`config.mk`:
```
export PLATFORM = sky130hd
export DESIGN_NAME = iir_coeff_loader
export DESIGN_NICKNAME = d
export VERILOG_FILES = /design/src/rtl/iir_coeff_loader.sv
export SDC_FILE = /design/constraint.sdc
export NUM_CORES = 1
export LEC_CHECK = 0
export ABC_AREA = 1
export CELL_PAD_IN_SITES_DETAIL_PLACEMENT = 0
export CELL_PAD_IN_SITES_GLOBAL_PLACEMENT = 1
export CORE_UTILIZATION = 35
export DETAILED_ROUTE_END_ITERATION = 8
export GPL_TIMING_DRIVEN = 0
export PLACE_DENSITY_LB_ADDON = 0.1
export SETUP_SLACK_MARGIN = 0.5
export SYNTH_ARGS = -nofsm -noshare
export SYNTH_HDL_FRONTEND = slang
export SYNTH_SLANG_ARGS = --single-unit
export TNS_END_PERCENT = 50
```
`constraint.sdc`:
```
create_clock -name clk -period 1.65 [get_ports clk]
set_input_delay 0.165 -clock clk [delete_from_list [all_inputs] [get_ports clk]]
set_output_delay 0.165 -clock clk [all_outputs]
set_load 0.005 [all_outputs]
```
`src/rtl/iir_coeff_loader.sv`:
```
// Coefficient loader for the notch IIR chain: stages a 5-word coefficient set in a
// shadow bank and commits it to one stage in a gap of the sample stream.
module iir_coeff_loader #(
  parameter int COEFF_WIDTH = 20,
  parameter int COEFF_DEPTH = 5,
  parameter int NUM_STAGES  = 3,
  parameter int GAP_TIMEOUT = 255
) (
  input  logic                                    clk,
  input  logic                                    rst_n,
  input  logic                                    cfg_valid,
  output logic                                    cfg_ready,
  input  logic [1:0]                              cfg_stage,
  input  logic [2:0]                              cfg_idx,
  input  logic [COEFF_WIDTH-1:0]                  cfg_data,
  input  logic                                    cfg_last,
  input  logic                                    valid_in,
  output logic [COEFF_DEPTH-1:0][COEFF_WIDTH-1:0] coeff_bus,
  output logic [NUM_STAGES-1:0]                   coeff_wr_en,
  output logic                                    commit_done,
  output logic                                    forced,
  output logic                                    cfg_err,
  input  logic [NUM_STAGES-1:0]                   ovf_in,
  input  logic [NUM_STAGES-1:0]                   unf_in,
  output logic [NUM_STAGES-1:0]                   ovf_sticky,
  output logic [NUM_STAGES-1:0]                   unf_sticky,
  input  logic                                    status_clr
);

  typedef enum logic [2:0] {IDLE, LOAD, WAIT_GAP, COMMIT, DONE} state_t;

  state_t                                 state_reg, state_next;
  logic [1:0]                             burst_stage_reg;
  logic [7:0]                             gap_cnt_reg;
  logic                                   cfg_ready_reg;
  logic                                   forced_reg;
  logic                                   cfg_err_reg;
  logic [NUM_STAGES-1:0]                  ovf_sticky_reg;
  logic [NUM_STAGES-1:0]                  unf_sticky_reg;
  logic [COEFF_DEPTH-1:0][COEFF_WIDTH-1:0] shadow_reg;

  logic accept;
  logic word_bad;
  logic word_ok;
  logic force_set;

  assign accept   = cfg_valid & cfg_ready_reg;
  // A stage mismatch only matters once a burst has latched its target.
  assign word_bad = (int'(cfg_stage) >= NUM_STAGES) || (int'(cfg_idx) >= COEFF_DEPTH) ||
                    ((state_reg == LOAD) && (cfg_stage != burst_stage_reg));
  assign word_ok  = accept & ~word_bad;

  always_comb begin
    state_next = state_reg;
    force_set  = 1'b0;
    case (state_reg)
      IDLE:     if (word_ok) state_next = cfg_last ? WAIT_GAP : LOAD;
      LOAD:     if (word_ok && cfg_last) state_next = WAIT_GAP;
      WAIT_GAP: begin
        if (!valid_in) begin
          state_next = COMMIT;
        end else if (gap_cnt_reg == 8'(GAP_TIMEOUT - 1)) begin
          state_next = COMMIT;
          force_set  = 1'b1;
        end
      end
      COMMIT:   state_next = DONE;
      DONE:     state_next = IDLE;
      default:  state_next = IDLE;
    endcase
  end

  always_ff @(posedge clk or negedge rst_n) begin
    if (!rst_n) begin
      state_reg       <= IDLE;
      burst_stage_reg <= '0;
      gap_cnt_reg     <= '0;
      cfg_ready_reg   <= 1'b0;
      forced_reg      <= 1'b0;
      cfg_err_reg     <= 1'b0;
      ovf_sticky_reg  <= '0;
      unf_sticky_reg  <= '0;
      shadow_reg      <= '0;
    end else begin
      state_reg <= state_next;
      if ((state_reg == IDLE) && word_ok) burst_stage_reg <= cfg_stage;
      gap_cnt_reg <= ((state_reg == WAIT_GAP) && (state_next == WAIT_GAP)) ? gap_cnt_reg + 8'd1 : 8'd0;
      // Ready is registered from the next state so it drops together with entry to WAIT_GAP.
      cfg_ready_reg  <= (state_next == IDLE) || (state_next == LOAD);
      forced_reg     <= force_set | (forced_reg & ~status_clr);
      cfg_err_reg    <= (accept & word_bad) | (cfg_err_reg & ~status_clr);
      ovf_sticky_reg <= ovf_in | (ovf_sticky_reg & {NUM_STAGES{~status_clr}});
      unf_sticky_reg <= unf_in | (unf_sticky_reg & {NUM_STAGES{~status_clr}});
      for (int i = 0; i < COEFF_DEPTH; i++) begin
        if (word_ok && (cfg_idx == 3'(i))) shadow_reg[i] <= cfg_data;
      end
    end
  end

  genvar gi;
  generate
    for (gi = 0; gi < NUM_STAGES; gi++) begin : g_wr_en
      assign coeff_wr_en[gi] = (state_reg == COMMIT) && (burst_stage_reg == 2'(gi));
    end
  endgenerate

  assign coeff_bus   = shadow_reg;
  assign commit_done = (state_reg == DONE);
  assign cfg_ready   = cfg_ready_reg;
  assign forced      = forced_reg;
  assign cfg_err     = cfg_err_reg;
  assign ovf_sticky  = ovf_sticky_reg;
  assign unf_sticky  = unf_sticky_reg;

endmodule

```
**Yosys cells after proc, flatten, opt, wreduce, memory -nomap -nowiden**

Cells that the tools add are included.

- Add/sub/neg operators: 1
- $lt $le $gt $ge: 2
- Equal/unequal tests: 14
- Mux-type cells: 10
- Bitwise logic cells: 13
- Reduce and logical (&&, ||, !) cells: 19

Operator list:

| operator | count |
|---|---|
| == test 3 x 2 -> 1 bit, second input constant | 5 |
| logical AND 1 bit | 12 |
| 2-to-1 mux 3 bit | 4 |
| one-hot mux 3 bit (4 select lines) | 1 |
| == test 3 x 1 -> 1 bit, second input constant | 3 |
| logical NOT 3 bit | 3 |
| adder 8 x 1 -> 8 bit, second input constant | 1 |
| == test 8 bit, second input constant | 1 |
| 2-to-1 mux 8 bit | 1 |
| AND 3 bit | 2 |
| == test 3 bit, second input constant | 2 |
| bitwise OR 3 bit | 2 |
| AND 1 bit | 5 |
| greater-or-equal comparator 3 bit, second input constant | 1 |
| logical OR 1 bit | 3 |
| 2-to-1 mux 1 bit | 3 |
| == test 2 x 1 -> 1 bit, second input constant | 1 |
| == test 2 bit, second input constant | 1 |
| greater-or-equal comparator 2 bit, second input constant | 1 |
| logical NOT 2 bit | 1 |
| 2-to-1 mux 2 bit | 1 |
| != test 2 bit | 1 |
| NOT 1 bit | 2 |
| bitwise OR 1 bit | 2 |

- Register bits: 122

**Logic depth before layout (Yosys ltp)**

- Depth after elaboration: 11
- Depth in mapped cells: 12
- Mapped depth without buffers: 10

**Worst setup path after synthesis**

OpenSTA, ideal clock, no wires.

- Path type: register to register
- From: reg state_reg[2]
- To: reg shadow_reg (netlist bit coeff_bus[80])
- Data arrival time: 1404 ps
- Path slack: 128 ps
- Cell stages (with the launch flop): 10
- Path buffers: 2
- Cells stage by stage: dfrtp_1 > or2_4 > nor2_4 > nand2_2 > and2_1 > buf_6 > nand2_4 > nor2_4 > buf_6 > o21a_1

- Longest elaborated chain between the ends: 6

Ends and longest elaborated chain:

| element | line | source |
|---|---|---|
| start, declared | 32 | `state_t state_reg, state_next;` |
| start signal, assigned | 85 | `state_reg <= state_next;` |
| == test 3 x 1 -> 1 bit | 50 | `((state_reg == LOAD) && (cfg_stage != burst_stage_reg));` |
| logical AND 1 bit | 50 |  |
| logical OR 1 bit | 49 | `assign word_bad = (int'(cfg_stage) >= NUM_STAGES) \|\| (int'(cfg_idx) >= COEFF_DEPTH) \|\|` |
| NOT 1 bit | 51 | `assign word_ok = accept & ~word_bad;` |
| AND 1 bit | 51 |  |
| logical AND 1 bit | 95 | `if (word_ok && (cfg_idx == 3'(i))) shadow_reg[i] <= cfg_data;` |
| end signal, assigned by index | 95 |  |
| end, declared | 40 | `logic [COEFF_DEPTH-1:0][COEFF_WIDTH-1:0] shadow_reg;` |

Every way passes these cells.
A chain may end at the register's enable or synchronous reset.

**Final worst setup path**

- From: reg burst_stage_reg[0]
- To: reg shadow_reg (netlist bit coeff_bus[97])

- Longest elaborated chain between the ends: 6

Ends and longest elaborated chain:

| element | line | source |
|---|---|---|
| start, declared | 33 | `logic [1:0] burst_stage_reg;` |
| start signal, assigned | 86 | `if ((state_reg == IDLE) && word_ok) burst_stage_reg <= cfg_stage;` |
| != test 2 bit | 50 |  |
| logical AND 1 bit | 50 |  |
| logical OR 1 bit | 49 |  |
| NOT 1 bit | 51 |  |
| AND 1 bit | 51 |  |
| logical AND 1 bit | 95 |  |

Every way passes these cells.

==> impl_metrics.xml <==
<?xml version="1.0" encoding="UTF-8"?>
<metrics>
  <group name="status">
    <metric name="status" unit="">complete, but fails checks</metric>
    <metric name="violations_in_the_final_reports" unit="">negative setup slack</metric>
  </group>
  <group name="place">
    <metric name="dp_slack" unit="ns">-0.419</metric>
    <metric name="placement.cell_area" unit="um^2">6570</metric>
    <metric name="gpl_wtd_cong" unit="">0.775</metric>
    <metric name="port_buffers" unit="">148</metric>
    <metric name="dp_hpwl" unit="mm">8.93</metric>
  </group>
  <group name="grt">
    <metric name="grt_start_max_net_pins" unit="">73</metric>
    <metric name="antenna_found_initial" unit="">0</metric>
    <metric name="grt_pass1_wl" unit="mm">22.3</metric>
    <metric name="grt_util_all_layers" unit="%">20.8</metric>
    <metric name="global_route.overflow_total" unit="">0</metric>
    <metric name="first_global_vias" unit="">4170</metric>
  </group>
  <group name="synthesis">
    <metric name="synth-simple-area-share" unit="%">14.3</metric>
    <metric name="yosys.area_share.xor_xnor" unit="%">1.10</metric>
    <metric name="synth.cells.most_frequent" unit="">122 x sky130_fd_sc_hd__dfrtp_1, 118 x sky130_fd_sc_hd__nand2_1, 72 x sky130_fd_sc_hd__o21ai_0</metric>
    <metric name="synthTopCellsByArea" unit="">sky130_fd_sc_hd__dfrtp_1 64%, sky130_fd_sc_hd__nand2_1 9.3%, sky130_fd_sc_hd__o21ai_0 7.5%</metric>
    <metric name="post_synth_fa_ha_maj_area_fraction" unit="%">0.523</metric>
    <metric name="synth_compound_area_share" unit="%">13.2</metric>
    <metric name="synth_cell_type_count" unit="">28</metric>
    <metric name="postSynth.asyncResetShare" unit="%">100</metric>
    <metric name="syn-cell-area" unit="um^2">4780</metric>
    <metric name="synthCells" unit="">472</metric>
    <metric name="yosys_register_bits" unit="">122</metric>
    <metric name="post-synth-top-area-fraction" unit="%">63.8</metric>
    <metric name="muxShareOfSynthArea" unit="%">0</metric>
    <metric name="synth_most_common_cell" unit="">sky130_fd_sc_hd__dfrtp_1</metric>
    <metric name="synth_top_family_by_area" unit="">simple AND/OR/NAND/NOR gates</metric>
    <metric name="prevailing_post_synth_register_cell" unit="">sky130_fd_sc_hd__dfrtp_1</metric>
    <metric name="synth_area_per_cell" unit="um^2">10.1</metric>
    <metric name="yosysSeqAreaShare" unit="%">63.8</metric>
    <metric name="syn_nets" unit="">511</metric>
    <metric name="biggest_area_consumer_among_synthesized_cells" unit="">sky130_fd_sc_hd__dfrtp_1</metric>
    <metric name="synth_enable_flop_cells" unit="">0</metric>
    <metric name="yosysWarningCount" unit="">0</metric>
  </group>
  <group name="power">
    <metric name="design_power_total" unit="mW">13.7</metric>
    <metric name="vdd_drop_max" unit="mV">0.754</metric>
    <metric name="leakagePower" unit="nW">4.23</metric>
    <metric name="powerDensity" unit="nW/um^2">1720</metric>
  </group>
  <group name="worst_setup_path">
    <metric name="worstPathMaxFanout" unit="">10</metric>
    <metric name="crit_path_start_kind" unit="">register</metric>
    <metric name="crit_arrival" unit="ns">1.98</metric>
    <metric name="cpMostUsedCell" unit="">sky130_fd_sc_hd__nand2_1</metric>
    <metric name="cp_data_required_time" unit="ns">1.95</metric>
    <metric name="critical_path_type" unit="">reg2reg</metric>
    <metric name="worstPathCellList" unit="">inv_2 -&gt; nand2_1 -&gt; nand2_1 -&gt; nand2_1 -&gt; nand2_2 -&gt; and2_4 -&gt; buf_8 -&gt; nand2_4 -&gt; nor2_4 -&gt; buf_6 -&gt; nand2_1 -&gt; o21a_1</metric>
    <metric name="setup.worst_path.end_class" unit="">register</metric>
    <metric name="cp_slowest_stage_delay" unit="ns">0.41</metric>
    <metric name="critical_path_slowest_stage_cell" unit="">sky130_fd_sc_hd__dfrtp_1</metric>
  </group>
  <group name="sta">
    <metric name="grt_setup_unrepaired" unit="">yes</metric>
    <metric name="fin_crit_sh" unit="%">102</metric>
    <metric name="report.final.slew_viol_count" unit="">0</metric>
    <metric name="skew" unit="ns">0.00620</metric>
    <metric name="worst_slew_margin_rel" unit="%">67.4</metric>
    <metric name="final_setup_violating_endpoints" unit="">20</metric>
    <metric name="finalSetupTns" unit="ns">-0.363</metric>
    <metric name="fmax" unit="GHz">0.595</metric>
    <metric name="timing.final.crit_period" unit="ns">1.68</metric>
    <metric name="finalHoldViolations" unit="">0</metric>
    <metric name="worst_slew_pin_slew" unit="ns">0.490</metric>
    <metric name="layout_setup_ws" unit="ns">-0.0307</metric>
  </group>
  <group name="clock_network">
    <metric name="clk_transition_reported_paths" unit="ns">0.06</metric>
    <metric name="latest_clock_arrival_within_the_worst_skew_pair" unit="ns">0.41</metric>
    <metric name="clock_tree.root_cell" unit="">sky130_fd_sc_hd__clkbuf_16</metric>
    <metric name="cts_htree_levels" unit="">4</metric>
    <metric name="tritoncts_sinks" unit="">122</metric>
    <metric name="cts_inserted_buffers" unit="">17</metric>
    <metric name="clockBufferDepth" unit="">2</metric>
    <metric name="tritoncts" unit="">yes</metric>
  </group>
  <group name="floorplanning">
    <metric name="initial_util" unit="%">36.0</metric>
    <metric name="die_area" unit="um^2">14100</metric>
    <metric name="die_width" unit="um">119</metric>
    <metric name="die_height" unit="um">119</metric>
    <metric name="design.portCount" unit="">150</metric>
    <metric name="core" unit="um^2">13300</metric>
    <metric name="placementRows" unit="">42</metric>
  </group>
  <group name="route">
    <metric name="ant_nets" unit="">0</metric>
    <metric name="route.detailed.vias_per_inst" unit="">4.71</metric>
    <metric name="aggregate_routed_wire_length" unit="mm">14.2</metric>
    <metric name="drt-wirelength-per-cell" unit="um">16.4</metric>
    <metric name="drtPass1Iterations" unit="">4</metric>
    <metric name="drt_drc_violations_left" unit="">0</metric>
    <metric name="detail_route.iter0.violations" unit="">141</metric>
    <metric name="route.vias.total" unit="">4094</metric>
  </group>
  <group name="final_layout">
    <metric name="area_delta_synth_final" unit="%">66.6</metric>
    <metric name="fillerInstances" unit="">1168</metric>
    <metric name="fraction_of_layout_instances_using_a_drive_strength_above_1" unit="%">41.3</metric>
    <metric name="num_antenna_cells" unit="">0</metric>
    <metric name="max_ffs_per_register" unit="">100</metric>
    <metric name="postLayoutCellArea" unit="um^2">7970</metric>
    <metric name="fin_nets" unit="">719</metric>
  </group>
  <group name="worst_hold_path">
    <metric name="path_class_of_the_lowest_slack_min_delay_path" unit="">in2reg</metric>
  </group>
  <group name="run">
    <metric name="timing.max_cap.violations" unit="">0</metric>
  </group>
</metrics>
-- placed cells by master, fill, tap and decap left out, types with 7 or more instances in the layout --
cell and instances:
sky130_fd_sc_hd__nand2_2 70, sky130_fd_sc_hd__dfrtp_1 122, sky130_fd_sc_hd__clkbuf_2 7, sky130_fd_sc_hd__nand2_1 38, sky130_fd_sc_hd__o21ai_2 34, sky130_fd_sc_hd__nand2_4 12
sky130_fd_sc_hd__buf_2 44, sky130_fd_sc_hd__clkdlybuf4s50_1 41, sky130_fd_sc_hd__o21a_1 20, sky130_fd_sc_hd__dlymetal6s2s_1 55, sky130_fd_sc_hd__nor2_1 12, sky130_fd_sc_hd__buf_6 42
sky130_fd_sc_hd__o21ai_1 50, sky130_fd_sc_hd__clkbuf_16 17, sky130_fd_sc_hd__inv_1 40, sky130_fd_sc_hd__buf_4 14
-- worst paths after layout --
kind	start	to	slack, ns	depth (start not counted)
min in group asynchronous	rst_n	coeff_bus[65]	0.27	2
max in group asynchronous	rst_n	gap_cnt_reg[3]	0.67	3
min reg2reg	gap_cnt_reg[0]	gap_cnt_reg[0]	0.48	1
max reg2reg	burst_stage_reg[0]	coeff_bus[97]	-0.03	12
min	status_clr	forced	0.15	2
max	burst_stage_reg[0]	coeff_bus[97]	-0.03	12
-- area by class of cell --
type	instances	area, um^2	area share (%)
tap	176	220	2.76
buffer	22	251	3.16
sequential	122	3050	38.3
timing repair buffer	189	1810	22.7
multi-input combinational	281	1880	23.6
clock buffer	20	457	5.73
clock inverter	12	124	1.55
inverter	47	179	2.25
-- per-layer routing --
layer / up-vias / routed length [um] / global-route usage [%]
li1: 1947 / - / -
met1: 2010 / 6310 / 27.5
met2: 118 / 6830 / 32.5
met3: 19 / 888 / 6.23
met4: 0 / 210 / 7.20
met5: - / 0 / 0
-- power by group --
part / internal (mW) / switching, mW / total, mW
registers: 4.30 / 0.930 / 5.23
clock network: 2.29 / 1.33 / 3.62
logic: 2.91 / 1.98 / 4.89
total: 9.50 / 4.25 / 13.7
-- timing repair --
action,CTS,global route
setup buffers,17,6
endpoints found under the setup margin,228,188
hold buffers,1,0
endpoints found under the hold margin,50,0
gates resized for setup,333,179
pin swaps,9,6
cloned,16,0
-- cells by family after synthesis --
kind of cell,count (synthesis)
fa+ha+maj,2
compound gates,113
flops,122
buf+inv,69
simple gates,160
xor+xnor,6
-- critical path, delay by kind of cell (launching register included) --
| family | cells | cell delay (ns) |
|---|---|---|
| AO/OA/AOI/OAI | 1 | 0.11 |
| flip-flops | 1 | 0.41 |
| AND/OR/NAND/NOR | 8 | 0.66 |
| buffers and inverters | 3 | 0.39 |
-- through the flow --
stage	std cells	hold WS, ns	utilization, %
floorplan	472	-0.131	-
global placement	796	0.466	49.2
detailed placement	797	0.144	49.4
CTS	863	0.143	56.4
global route	869	0.175	59.9
finish	869	0.149	59.9
Note: power is estimated with default switching activity, not from simulation.
